<file path="config.mk">
export PLATFORM = sky130hd
export DESIGN_NAME = oversampling_period_meter_flat
export DESIGN_NICKNAME = d
export VERILOG_FILES = /design/src/rtl/oversampling_period_meter_if.sv /design/src/rtl/oversampling_period_meter.sv /design/src/flat_wrapper.sv
export SDC_FILE = /design/constraint.sdc
export NUM_CORES = 1
export LEC_CHECK = 0
export ABC_AREA = 1
export CORE_MARGIN = 1
export CORE_UTILIZATION = 54
export DETAILED_ROUTE_END_ITERATION = 16
export PLACE_DENSITY = 0.74
export REMOVE_ABC_BUFFERS = 1
export SLEW_MARGIN = 20
export SYNTH_ARGS = -nofsm -noshare
export SYNTH_HDL_FRONTEND = slang
export SYNTH_SLANG_ARGS = --single-unit
</file>
<file path="constraint.sdc">
create_clock -name CLK_PARALLEL -period 3.5 [get_ports CLK_PARALLEL]
set_clock_uncertainty 0.2 [all_clocks]
set_input_delay 0.525 -clock CLK_PARALLEL [delete_from_list [all_inputs] [get_ports CLK_PARALLEL]]
set_output_delay 0.525 -clock CLK_PARALLEL [all_outputs]
set_load 0.05 [all_outputs]
</file>
<file path="src/rtl/oversampling_period_meter_if.sv">
// Bundle between the iserdes transition detector and the period meter.
// The slave side is the meter; the master side is whoever feeds it and reads results.
`timescale 1ns/1ps
interface oversampling_period_meter_if #(
   parameter int CYCLE_BITS = 12
);
   localparam int TS_BITS = CYCLE_BITS + 6;

   logic               CHANGED_FLAG;
   logic [5:0]         CHANGED_BIT;
   logic [TS_BITS-1:0] HALF_PERIOD;
   logic [TS_BITS:0]   PERIOD;
   logic               HALF_VALID;
   logic               PERIOD_VALID;
   logic               NO_SIGNAL;

   modport master (
      output CHANGED_FLAG, CHANGED_BIT,
      input  HALF_PERIOD, PERIOD, HALF_VALID, PERIOD_VALID, NO_SIGNAL
   );

   modport slave (
      input  CHANGED_FLAG, CHANGED_BIT,
      output HALF_PERIOD, PERIOD, HALF_VALID, PERIOD_VALID, NO_SIGNAL
   );
endinterface

</file>
<file path="src/rtl/oversampling_period_meter.sv">
// Timestamps detector transitions in 1/64-cycle units and reports half and full
// periods between consecutive edges, with loss-of-signal detection.
`timescale 1ns/1ps
module oversampling_period_meter #(
   parameter int CYCLE_BITS     = 12,
   parameter int TIMEOUT_CYCLES = 2000
) (
   input logic                        CLK_PARALLEL,
   input logic                        RESET,
   oversampling_period_meter_if.slave meter
);
   localparam int TS_BITS = CYCLE_BITS + 6;
   localparam int TO_BITS = $clog2(TIMEOUT_CYCLES + 1);
   localparam logic [TO_BITS-1:0] TO_LAST = TO_BITS'(TIMEOUT_CYCLES - 1);
   localparam logic [TO_BITS-1:0] TO_MAX  = TO_BITS'(TIMEOUT_CYCLES);

   // The modulo difference is only unambiguous if the timeout fires before the counter laps.
   generate
      if (TIMEOUT_CYCLES < 1 || TIMEOUT_CYCLES >= (2 ** CYCLE_BITS) - 1) begin : g_bad_timeout
         $error("TIMEOUT_CYCLES must be in 1 .. 2**CYCLE_BITS-2");
      end
   endgenerate

   typedef enum logic [1:0] {
      ST_IDLE  = 2'd0,
      ST_FIRST = 2'd1,
      ST_RUN   = 2'd2
   } state_t;

   state_t               state_r;
   logic [CYCLE_BITS-1:0] cycle_cnt_r;
   logic [TO_BITS-1:0]   to_cnt_r;
   logic [TS_BITS-1:0]   last_ts_r;
   logic [TS_BITS-1:0]   prev_half_r;
   logic [TS_BITS-1:0]   half_period_r;
   logic [TS_BITS:0]     period_r;
   logic                 half_valid_r;
   logic                 period_valid_r;
   logic                 no_signal_r;

   logic [TS_BITS-1:0]   ts_s;
   logic [TS_BITS-1:0]   diff_s;
   logic [TS_BITS:0]     period_s;
   logic                 timeout_hit_s;

   // Timestamp of the current sample word and the interval arithmetic derived from it.
   always_comb begin
      ts_s          = {cycle_cnt_r, meter.CHANGED_BIT};
      diff_s        = ts_s - last_ts_r;
      period_s      = {1'b0, prev_half_r} + {1'b0, diff_s};
      timeout_hit_s = 1'b0;
      if (state_r != ST_IDLE && to_cnt_r == TO_LAST) begin
         timeout_hit_s = 1'b1;
      end else begin
         timeout_hit_s = 1'b0;
      end
   end

   // Cycle counter, measurement FSM, timeout and registered outputs.
   always_ff @(posedge CLK_PARALLEL or posedge RESET) begin
      if (RESET) begin
         state_r        <= ST_IDLE;
         cycle_cnt_r    <= '0;
         to_cnt_r       <= '0;
         last_ts_r      <= '0;
         prev_half_r    <= '0;
         half_period_r  <= '0;
         period_r       <= '0;
         half_valid_r   <= 1'b0;
         period_valid_r <= 1'b0;
         no_signal_r    <= 1'b1;
      end else begin
         cycle_cnt_r    <= cycle_cnt_r + CYCLE_BITS'(1);
         half_valid_r   <= 1'b0;
         period_valid_r <= 1'b0;
         if (meter.CHANGED_FLAG) begin
            // A flag always wins over a timeout landing in the same cycle.
            to_cnt_r  <= '0;
            last_ts_r <= ts_s;
            case (state_r)
               ST_IDLE: begin
                  state_r <= ST_FIRST;
               end
               ST_FIRST: begin
                  half_period_r <= diff_s;
                  prev_half_r   <= diff_s;
                  half_valid_r  <= 1'b1;
                  state_r       <= ST_RUN;
               end
               ST_RUN: begin
                  half_period_r  <= diff_s;
                  period_r       <= period_s;
                  prev_half_r    <= diff_s;
                  half_valid_r   <= 1'b1;
                  period_valid_r <= 1'b1;
                  no_signal_r    <= 1'b0;
                  state_r        <= ST_RUN;
               end
               default: begin
                  state_r <= ST_IDLE;
               end
            endcase
         end else begin
            if (state_r != ST_IDLE && to_cnt_r != TO_MAX) begin
               to_cnt_r <= to_cnt_r + TO_BITS'(1);
            end else begin
               to_cnt_r <= to_cnt_r;
            end
            if (timeout_hit_s) begin
               state_r     <= ST_IDLE;
               no_signal_r <= 1'b1;
            end else begin
               state_r <= state_r;
            end
         end
      end
   end

   assign meter.HALF_PERIOD  = half_period_r;
   assign meter.PERIOD       = period_r;
   assign meter.HALF_VALID   = half_valid_r;
   assign meter.PERIOD_VALID = period_valid_r;
   assign meter.NO_SIGNAL    = no_signal_r;
endmodule

</file>
<file path="src/flat_wrapper.sv">
// flat-port wrapper written by rule: the top's interface ports become plain ports
module oversampling_period_meter_flat 
#(
   parameter int CYCLE_BITS     = 12,
   parameter int TIMEOUT_CYCLES = 2000
)
  (CLK_PARALLEL, RESET, meter_CHANGED_FLAG, meter_CHANGED_BIT, meter_HALF_PERIOD, meter_PERIOD, meter_HALF_VALID, meter_PERIOD_VALID, meter_NO_SIGNAL);
  oversampling_period_meter_if #(.CYCLE_BITS(CYCLE_BITS)) meter_i ();
  input logic CLK_PARALLEL;
  input logic RESET;
  input wire logic [$bits(meter_i.CHANGED_FLAG)-1:0] meter_CHANGED_FLAG;
  input wire logic [$bits(meter_i.CHANGED_BIT)-1:0] meter_CHANGED_BIT;
  output wire logic [$bits(meter_i.HALF_PERIOD)-1:0] meter_HALF_PERIOD;
  output wire logic [$bits(meter_i.PERIOD)-1:0] meter_PERIOD;
  output wire logic [$bits(meter_i.HALF_VALID)-1:0] meter_HALF_VALID;
  output wire logic [$bits(meter_i.PERIOD_VALID)-1:0] meter_PERIOD_VALID;
  output wire logic [$bits(meter_i.NO_SIGNAL)-1:0] meter_NO_SIGNAL;
  assign meter_i.CHANGED_FLAG = meter_CHANGED_FLAG;
  assign meter_i.CHANGED_BIT = meter_CHANGED_BIT;
  assign meter_HALF_PERIOD = meter_i.HALF_PERIOD;
  assign meter_PERIOD = meter_i.PERIOD;
  assign meter_HALF_VALID = meter_i.HALF_VALID;
  assign meter_PERIOD_VALID = meter_i.PERIOD_VALID;
  assign meter_NO_SIGNAL = meter_i.NO_SIGNAL;
  oversampling_period_meter #(.CYCLE_BITS(CYCLE_BITS), .TIMEOUT_CYCLES(TIMEOUT_CYCLES)) u_core (.CLK_PARALLEL(CLK_PARALLEL), .RESET(RESET), .meter(meter_i));
endmodule
</file>
==> metrics.md, run 1 <==
| Metric | Value |
|---|---|
| Power per cell area | `between 700 and 800 mW/mm^2` |
| Final WL | `approximately 12000 microns` |
| Start of the worst register-to-register path | `u_core.cycle_cnt_r[2]` |
| Vias/cell | `approximately 5` |
| CTS tree | `done` |
| Final setup viols | `0` |
| Leak | `3.55 nW` |
| Arr. time, crit path | `3380 ps` |
| Hold Crit Start | `u_core.meter.PERIOD[10]` |
| Vias in the first global route | `4777` |
| Crit. Startpoint | `meter_CHANGED_BIT[0]` |
| Synth area leaders | `dfrtp_1 37%, nand2_1 17%, ha_1 9.3%` |
| Period minus WS final | `between 3000 and 4000 ps` |
| Initial antenna violation count | `0` |
| DP HPWL | `between 9000 and 10000 microns` |
| Largest net degree at the start of global routing | `52` |
| Fin nets | `896` |
| Met3 Use GR | `3.53%` |
| Antenna-violating nets left | `0` |
| Starting density of the core | `a little under three fifths` |
| WHS | `between 200 and 300 ps` |
| Synth Flop Type | `dfrtp_1` |
| Synth area leader | `dfrtp_1` |
| Detailed-route DRC error count | `0` |
| Clk_lat worst skew | `360 ps` |
| Congestion Overflow GR | `0` |
| YS warnings | `0` |
| Count of state elements after synthesis | `83` |
| Most Crowded Layer GR | `met2` |
| Die area | `between 0.01 and 0.015 sq mm` |
| First-pass GRT wire length | `21400 microns` |
| CP Launch Type | `input pin` |
| Pre-antenna DRT Iters | `5` |
| Cell family with most CP delay | `simple AND/OR/NAND/NOR gates` |
| Total number of vias | `5014` |
| Num CTS Buffers | `9` |
| Hold Buf Count CTS | `0` |
| Synthesized instance count | `between 700 and 800` |
| Share of cells above drive strength 1 | `between 10% and 20%` |
| Post-Syn Area | `0.00550 sq mm` |
| CP dominant cell by count | `nand2_1` |
| Per-cell routed wire length | `12.7 microns` |
| Worst hold path class | `flip-flop to flip-flop` |
| Hold Vio Cnt, Final | `0` |
| Starting DRC count in detailed routing | `212` |
| Critical path buffers and inverters | `5` |
| Worst rel slew slack | `42.0%` |
| Die width | `103 microns` |
| Clk sink count | `83` |
| CP peak stage delay | `approximately 450 ps` |
| Async S/R FF share, synth | `100%` |
| Met2 Track Usage GR | `44.9%` |
| Final Util | `between 60% and 70%` |
| Seq. cell area | `0.00208 sq mm` |
| Final antenna diode count | `0` |
| Max Root-Sink Buffers | `2` |
| Row count | `36` |
| Peak supply drop | `0.000459 V` |
| Seq/Total Area, Yosys | `a little under two fifths` |
| H-tree levels | `3` |
| Slew @ Worst Pin | `870 ps` |
| Max FO, Critical Path | `3` |
| Maxcap violations | `0` |
| Crit path capture type | `flip-flop` |
| Most common cell in the netlist | `nand2_1` |
| Multi-input gate area | `between 0.003 and 0.004 sq mm` |
| Worst EP required | `roughly 3500 ps` |
| Final GP Congestion | `0.913` |
| Post-synth top area share | `approximately 37%` |
| Fill cells | `841` |
| Distinct cell type count after synthesis | `38` |
| Maximum clock rate | `around 300 MHz` |
| Core area | `0.00982 sq mm` |
| Die height | `103 microns` |
| GRT Util Overall | `approximately a quarter` |
| Crit path cell chain | `clkdlybuf4s50_1 -> inv_1 -> ha_2 -> buf_4 -> inv_1 -> nand3_1 -> nand2_2 -> nand2_1 -> nand2_1 -> nand3_1 -> nand2_1 -> nand2_1 -> and2_1 -> ha_1 -> a21oi_1 -> buf_4 -> a21oi_1 -> nor2_1 -> nand3_1 -> nand2_1 -> nand2_1` |
| # IOs | `49` |
| Area delta synth->final | `24.8%` |
| PortBufs | `48` |
| Met1 Use GR | `33.3%` |
| Clock transition at path regs | `90 ps` |
| EDFF count, synth | `0` |
| Clock root cell | `clkbuf_8` |
| Final worst-path cycle share | `a little over nine tenths` |
| Status | `finished clean` |
| Slowest cell on crit path | `clkdlybuf4s50_1` |
| Final Max Tran Viols | `0` |
| Commonest cells in the netlist | `248 x nand2_1, 90 x inv_1, 82 x dfrtp_1, 54 x nand3_1, 43 x o21ai_0` |
| Syn_area_per_cell | `7.36 sq um` |
| CP Class | `input pin to flip-flop` |
[cell families after synthesis]
logic type | Yosys count | share of synthesized area [%]
buf+inv | 107 | 7.71
fa+ha+maj | 43 | 10.1
xor+xnor | 27 | 4.30
compound gates | 91 | 8.89
flops | 83 | 37.8
simple gates | 396 | 31.3
[metrics by stage]
stage,power [mW],worst slack [ps],setup TNS (ps),std cells,cell area (sq um)
final,5.46,163,0,982,6870
after global routing,5.85,-41.7,-99.7,982,6870
after CTS,5.37,9.68,0,982,6740
after detailed placement,4.44,-368,-3490,966,6470
after global placement,4.40,-323,-2890,966,6470
after floorplan,3.36,292,0,733,5430
[what timing repair did]
action,4_1_cts,5_1_grt
pin swaps,0,6
endpoints found under the hold margin,0,0
buffers inserted,0,0
setup endpoints to repair,1,12
resized for setup,1,31
[report_power, final]
part,switching [mW],internal [mW],leakage (nW)
logic,1.97,1.20,2.37
registers,0.182,1.20,1.06
clock network,0.363,0.549,0.127
total,2.51,2.95,3.55
[registers in the layout, indices dropped and copies added (netlist names)]
| name | count |
|---|---|
| u_core.last_ts_r | 18 |
| u_core.prev_half_r | 18 |
| u_core.meter.NO_SIGNAL | 1 |
| u_core.to_cnt_r | 11 |
| u_core.state_r | 2 |
| u_core.cycle_cnt_r | 12 |
| u_core.meter.PERIOD_VALID | 1 |
| u_core.meter.PERIOD | 19 |
| u_core.meter.HALF_VALID | 1 |
[metal layers]
metal / up-vias / share of wire (%)
li1: 2585 / -
met5: - / 0
met1: 2345 / 47
met4: 0 / 1.3
met2: 70 / 50
met3: 14 / 2.1
[final timing paths]
path | endpoint | slack [ps] | cells past startpoint
worst max-delay path | u_core.meter.PERIOD[18] | 160 | 21
worst min-delay path | u_core.meter.PERIOD[10] | 280 | 2
worst max register to register | u_core.meter.PERIOD[18] | 240 | 17
worst min register to register | u_core.meter.PERIOD[10] | 280 | 2
max in group asynchronous | u_core.prev_half_r[2] | 1910 | 3
min in group asynchronous | u_core.meter.PERIOD[2] | 430 | 2
[worst register-to-register path, stage by stage, from the launching register on]
cell	delay (ps)
dfrtp_1	450
ha_1	430
nand2_1	120
nor2_1	210
nand3_1	120
nand3_1	140
buf_4	130
nand2_1	60
nand2_1	60
nand2_1	50
and2_1	150
ha_1	370
inv_1	80
o31ai_1	320
nor2_1	120
nand3_1	90
nand2_1	50
nand2_1	60
[area by class of cell]
type                    count  share of cell area (%)
clock buffers              10                    1.86
well taps                 133                    2.42
clock inverters             6                    1.99
repair buffers            100                    12.7
flip-flops and latches     83                    30.3
multi-input cells         557                    45.6
inverters                  93                    5.21
[cell usage in the layout, fill, tap and decap left out, types with 4 or more instances in the layout]
master	count
ha_4	4
nand3_1	53
xor2_1	15
nand2_2	9
and2_1	9
clkbuf_8	9
nor2_1	38
nand3_2	4
clkdlybuf4s50_1	48
inv_1	89
a21oi_1	34
nor3_1	9
nand2_1	240
nand3b_1	7
nand4_1	10
xnor2_1	11
bufinv_16	4
ha_1	36
o21ai_0	40
buf_4	52
dfrtp_1	82
No activity file was read; power rests on OpenSTA's default activity.
==> run 2, diff against run 1 <==
--- a/config.mk
+++ b/config.mk
@@ -11,7 +11,6 @@
 export DETAILED_ROUTE_END_ITERATION = 16
 export PLACE_DENSITY = 0.74
 export REMOVE_ABC_BUFFERS = 1
-export SLEW_MARGIN = 20
 export SYNTH_ARGS = -nofsm -noshare
 export SYNTH_HDL_FRONTEND = slang
 export SYNTH_SLANG_ARGS = --single-unit
==> results of run 2 <==
The final DEF is identical to that of run 1; final timing and power are the same.
==> run 3, diff against run 2 <==
--- a/config.mk
+++ b/config.mk
@@ -8,7 +8,9 @@
 export ABC_AREA = 1
 export CORE_MARGIN = 1
 export CORE_UTILIZATION = 54
+export CTS_BUF_LIST = sky130_fd_sc_hd__clkbuf_8 sky130_fd_sc_hd__clkbuf_16
 export DETAILED_ROUTE_END_ITERATION = 16
+export MAX_ROUTING_LAYER = met4
 export PLACE_DENSITY = 0.74
 export REMOVE_ABC_BUFFERS = 1
 export SYNTH_ARGS = -nofsm -noshare
==> run 3 against run 2 <==
  * Final cell count shrank 0.31%
  * Worst setup slack improved by 25 ps
  * Flip-flop and latch count unchanged
  * Critical path depth shrank 2
  * Maximum frequency is 0.75% higher
  * Sequential power hardly changed
  * Count of clock-buffer cells in the layout down 1
  * Critical endpoint is now u_core.meter.PERIOD[17]
  * Largest cell class unchanged
  * Highest routed layer unchanged
==> metrics.md, run 3 (synthesis results as in run 1) <==
| Metric | Value |
|---|---|
| Detailed-route DRC error count | `0 (unchanged)` |
| Power per cell area | `777 mW/mm^2 (-2.4%)` |
| GRT Util Overall | `26.7% (+0.79 points)` |
| Crit path to | `u_core.meter.PERIOD[17]` |
| Met2 Track Usage GR | `46.8% (+1.8 points)` |
| Met3 Use GR | `3.53% (unchanged)` |
| Vias in the first global route | `4874 (+2.0%)` |
| Worst reg2reg setup slack | `300 ps (+60 ps)` |
| Period minus WS final | `3310 ps (-25.0 ps)` |
| Worst hold path class | `flip-flop to flip-flop` |
| Max Root-Sink Buffers | `2 (unchanged)` |
| Setup Fix Bufs, Post-CTS | `0 (unchanged)` |
| Power Total | `5.28 mW (-3.2%)` |
| Starting DRC count in detailed routing | `174 (-18%)` |
| CP Class | `input pin to flip-flop` |
| Hold Vio Cnt, Final | `0 (unchanged)` |
| Arr. time, crit path | `3380 ps (about the same)` |
| CP dominant cell by count | `nand2_1` |
| CP peak stage delay | `470 ps (+20 ps)` |
| Final worst-path cycle share | `94.6% (-0.71 points)` |
| DP HPWL | `9900 microns (+3.0%)` |
| Maxcap violations | `0 (unchanged)` |
| Final WL | `12800 microns (+2.6%)` |
| Maximum clock rate | `302 MHz (+0.75%)` |
| Final GP Congestion | `0.893 (-2.3%)` |
| Vias/cell | `5.12 (+0.23%)` |
| Final setup viols | `0 (unchanged)` |
| Max reg flops | `19 (unchanged)` |
| Most common cell after layout, fill and taps aside | `nand2_1` |
| Initial antenna violation count | `0 (unchanged)` |
| Clk_lat worst skew | `360 ps (about the same)` |
| Crit path capture type | `flip-flop` |
| Row count | `36 (unchanged)` |
| Crit path cell chain | `clkdlybuf4s50_1 -> inv_1 -> ha_2 -> fa_2 -> nand3b_1 -> nand2_2 -> nand2_1 -> nand2_2 -> buf_4 -> xor2_1 -> ha_1 -> nand2_1 -> nand2_1 -> a21oi_1 -> nand3_2 -> nand2_1 -> nand3_1 -> nand3_1 -> nand2_1` |
| Congestion Overflow GR | `0 (unchanged)` |
| Start of the worst register-to-register path | `u_core.cycle_cnt_r[2]` |
| Area delta synth->final | `23.7%` |
| Fin nets | `893 (-0.33%)` |
| Num CTS Buffers | `9 (unchanged)` |
| Core area | `0.00982 sq mm (unchanged)` |
| Per-cell routed wire length | `13.1 microns (+2.9%)` |
| Die height | `103 microns (unchanged)` |
| Die area | `0.0106 sq mm (unchanged)` |
| Most frequent cells in the layout | `239 x nand2_1, 89 x inv_1, 82 x dfrtp_1` |
| Leak | `3.51 nW (-1.2%)` |
| FF-to-FF path depth | `17 (unchanged)` |
| Clk sink count | `83 (unchanged)` |
| Max FO, Critical Path | `4 (+1)` |
| Met1 Use GR | `31.5% (-1.8 points)` |
| Worst rel slew slack | `61.1% (+19 points)` |
| CTS tree | `done` |
| Largest net degree at the start of global routing | `84 (+62%)` |
| # IOs | `49 (unchanged)` |
| CP Launch Type | `input pin` |
| Clock root cell | `clkbuf_8` |
| Slew @ Worst Pin | `582 ps (-288 ps)` |
| WHS | `283 ps (+1.60 ps)` |
| Peak supply drop | `0.000354 V (-23%)` |
| Worst EP required | `3570 ps (+30 ps)` |
| Pre-antenna DRT Iters | `5 (unchanged)` |
| Clock transition at path regs | `100 ps (about the same)` |
| Crit. Startpoint | `meter_CHANGED_BIT[0]` |
| Most Crowded Layer GR | `met2` |
| Hold Buf Count CTS | `0 (unchanged)` |
| H-tree levels | `3 (unchanged)` |
| Final Max Tran Viols | `0 (unchanged)` |
| Total number of vias | `5010 (-0.080%)` |
| Starting density of the core | `56.0% (unchanged)` |
| Antenna-violating nets left | `0 (unchanged)` |
| First-pass GRT wire length | `21400 microns (-0.19%)` |
| Share of cells above drive strength 1 | `13.6% (+0.28 points)` |
| PortBufs | `48 (unchanged)` |
| Slowest cell on crit path | `clkdlybuf4s50_1` |
| RR Endpoint | `u_core.meter.PERIOD[14]` |
| Die width | `103 microns (unchanged)` |
| Fill cells | `891 (+5.9%)` |
| Final antenna diode count | `0 (unchanged)` |
| Status | `finished clean` |
-- run 3: report_power, final --
group	internal, mW	switching (mW)
sequential	1.20	0.190
combinational	1.20	1.99
clock	0.333	0.377
total	2.73	2.55
-- run 3: worst min path at each step --
stage                                  from                       to  slack, ps  cells after the start
finish              u_core.meter.PERIOD[10]  u_core.meter.PERIOD[10]        280                      2
global route         u_core.meter.PERIOD[1]   u_core.meter.PERIOD[1]        310                      2
CTS                  u_core.meter.PERIOD[1]   u_core.meter.PERIOD[1]        290                      2
detailed placement   u_core.meter.PERIOD[1]   u_core.meter.PERIOD[1]        260                      2
global placement    u_core.meter.PERIOD[11]  u_core.meter.PERIOD[11]        260                      2
floorplan               u_core.last_ts_r[0]      u_core.last_ts_r[0]        260                      2
-- run 3: cell type report --
class / count / area [sq um] / area share [%]
Inverter: 93 / 358 / 5.26
Multi-Input combinational cell: 557 / 3140 / 46.2
Sequential cell: 83 / 2080 / 30.5
Timing Repair Buffer: 97 / 861 / 12.6
Tap cell: 133 / 166 / 2.45
Clock buffer: 9 / 124 / 1.82
Clock inverter: 7 / 76.3 / 1.12
-- run 3: routing by layer --
layer	vias up	share of wire (%)
li1	2589	-
met5	-	0
met3	21	2.4
met2	69	50
met1	2331	45
met4	0	1.9
-- run 3: timing repair --
item | 4_1_cts | 5_1_grt
pin swaps | 0 | 9
gates resized for setup | 1 | 32
endpoints found under the setup margin | 2 | 12
-- run 3: per-stage QoR --
stage               cells  util, %  setup TNS (ps)  area [sq um]  worst slack (ps)
detailed placement    963     65.8           -3790          6460              -424
finish                979     69.3               0          6810               188
CTS                   979     68.0           -10.8          6670             -10.8
floorplan             733        -               0          5430               292
global route          979     69.3           -20.7          6810             -19.6
global placement      963     65.8           -3030          6460              -352
-- run 3: critical path: cells and delay by family --
| family | cells | cell delay, ps |
|---|---|---|
| AO/OA/AOI/OAI | 1 | 160 |
| AND/OR/NAND/NOR | 11 | 1050 |
| buffers and inverters | 3 | 630 |
| XOR/XNOR | 1 | 190 |
| adder cells (fa/ha/maj) | 3 | 820 |
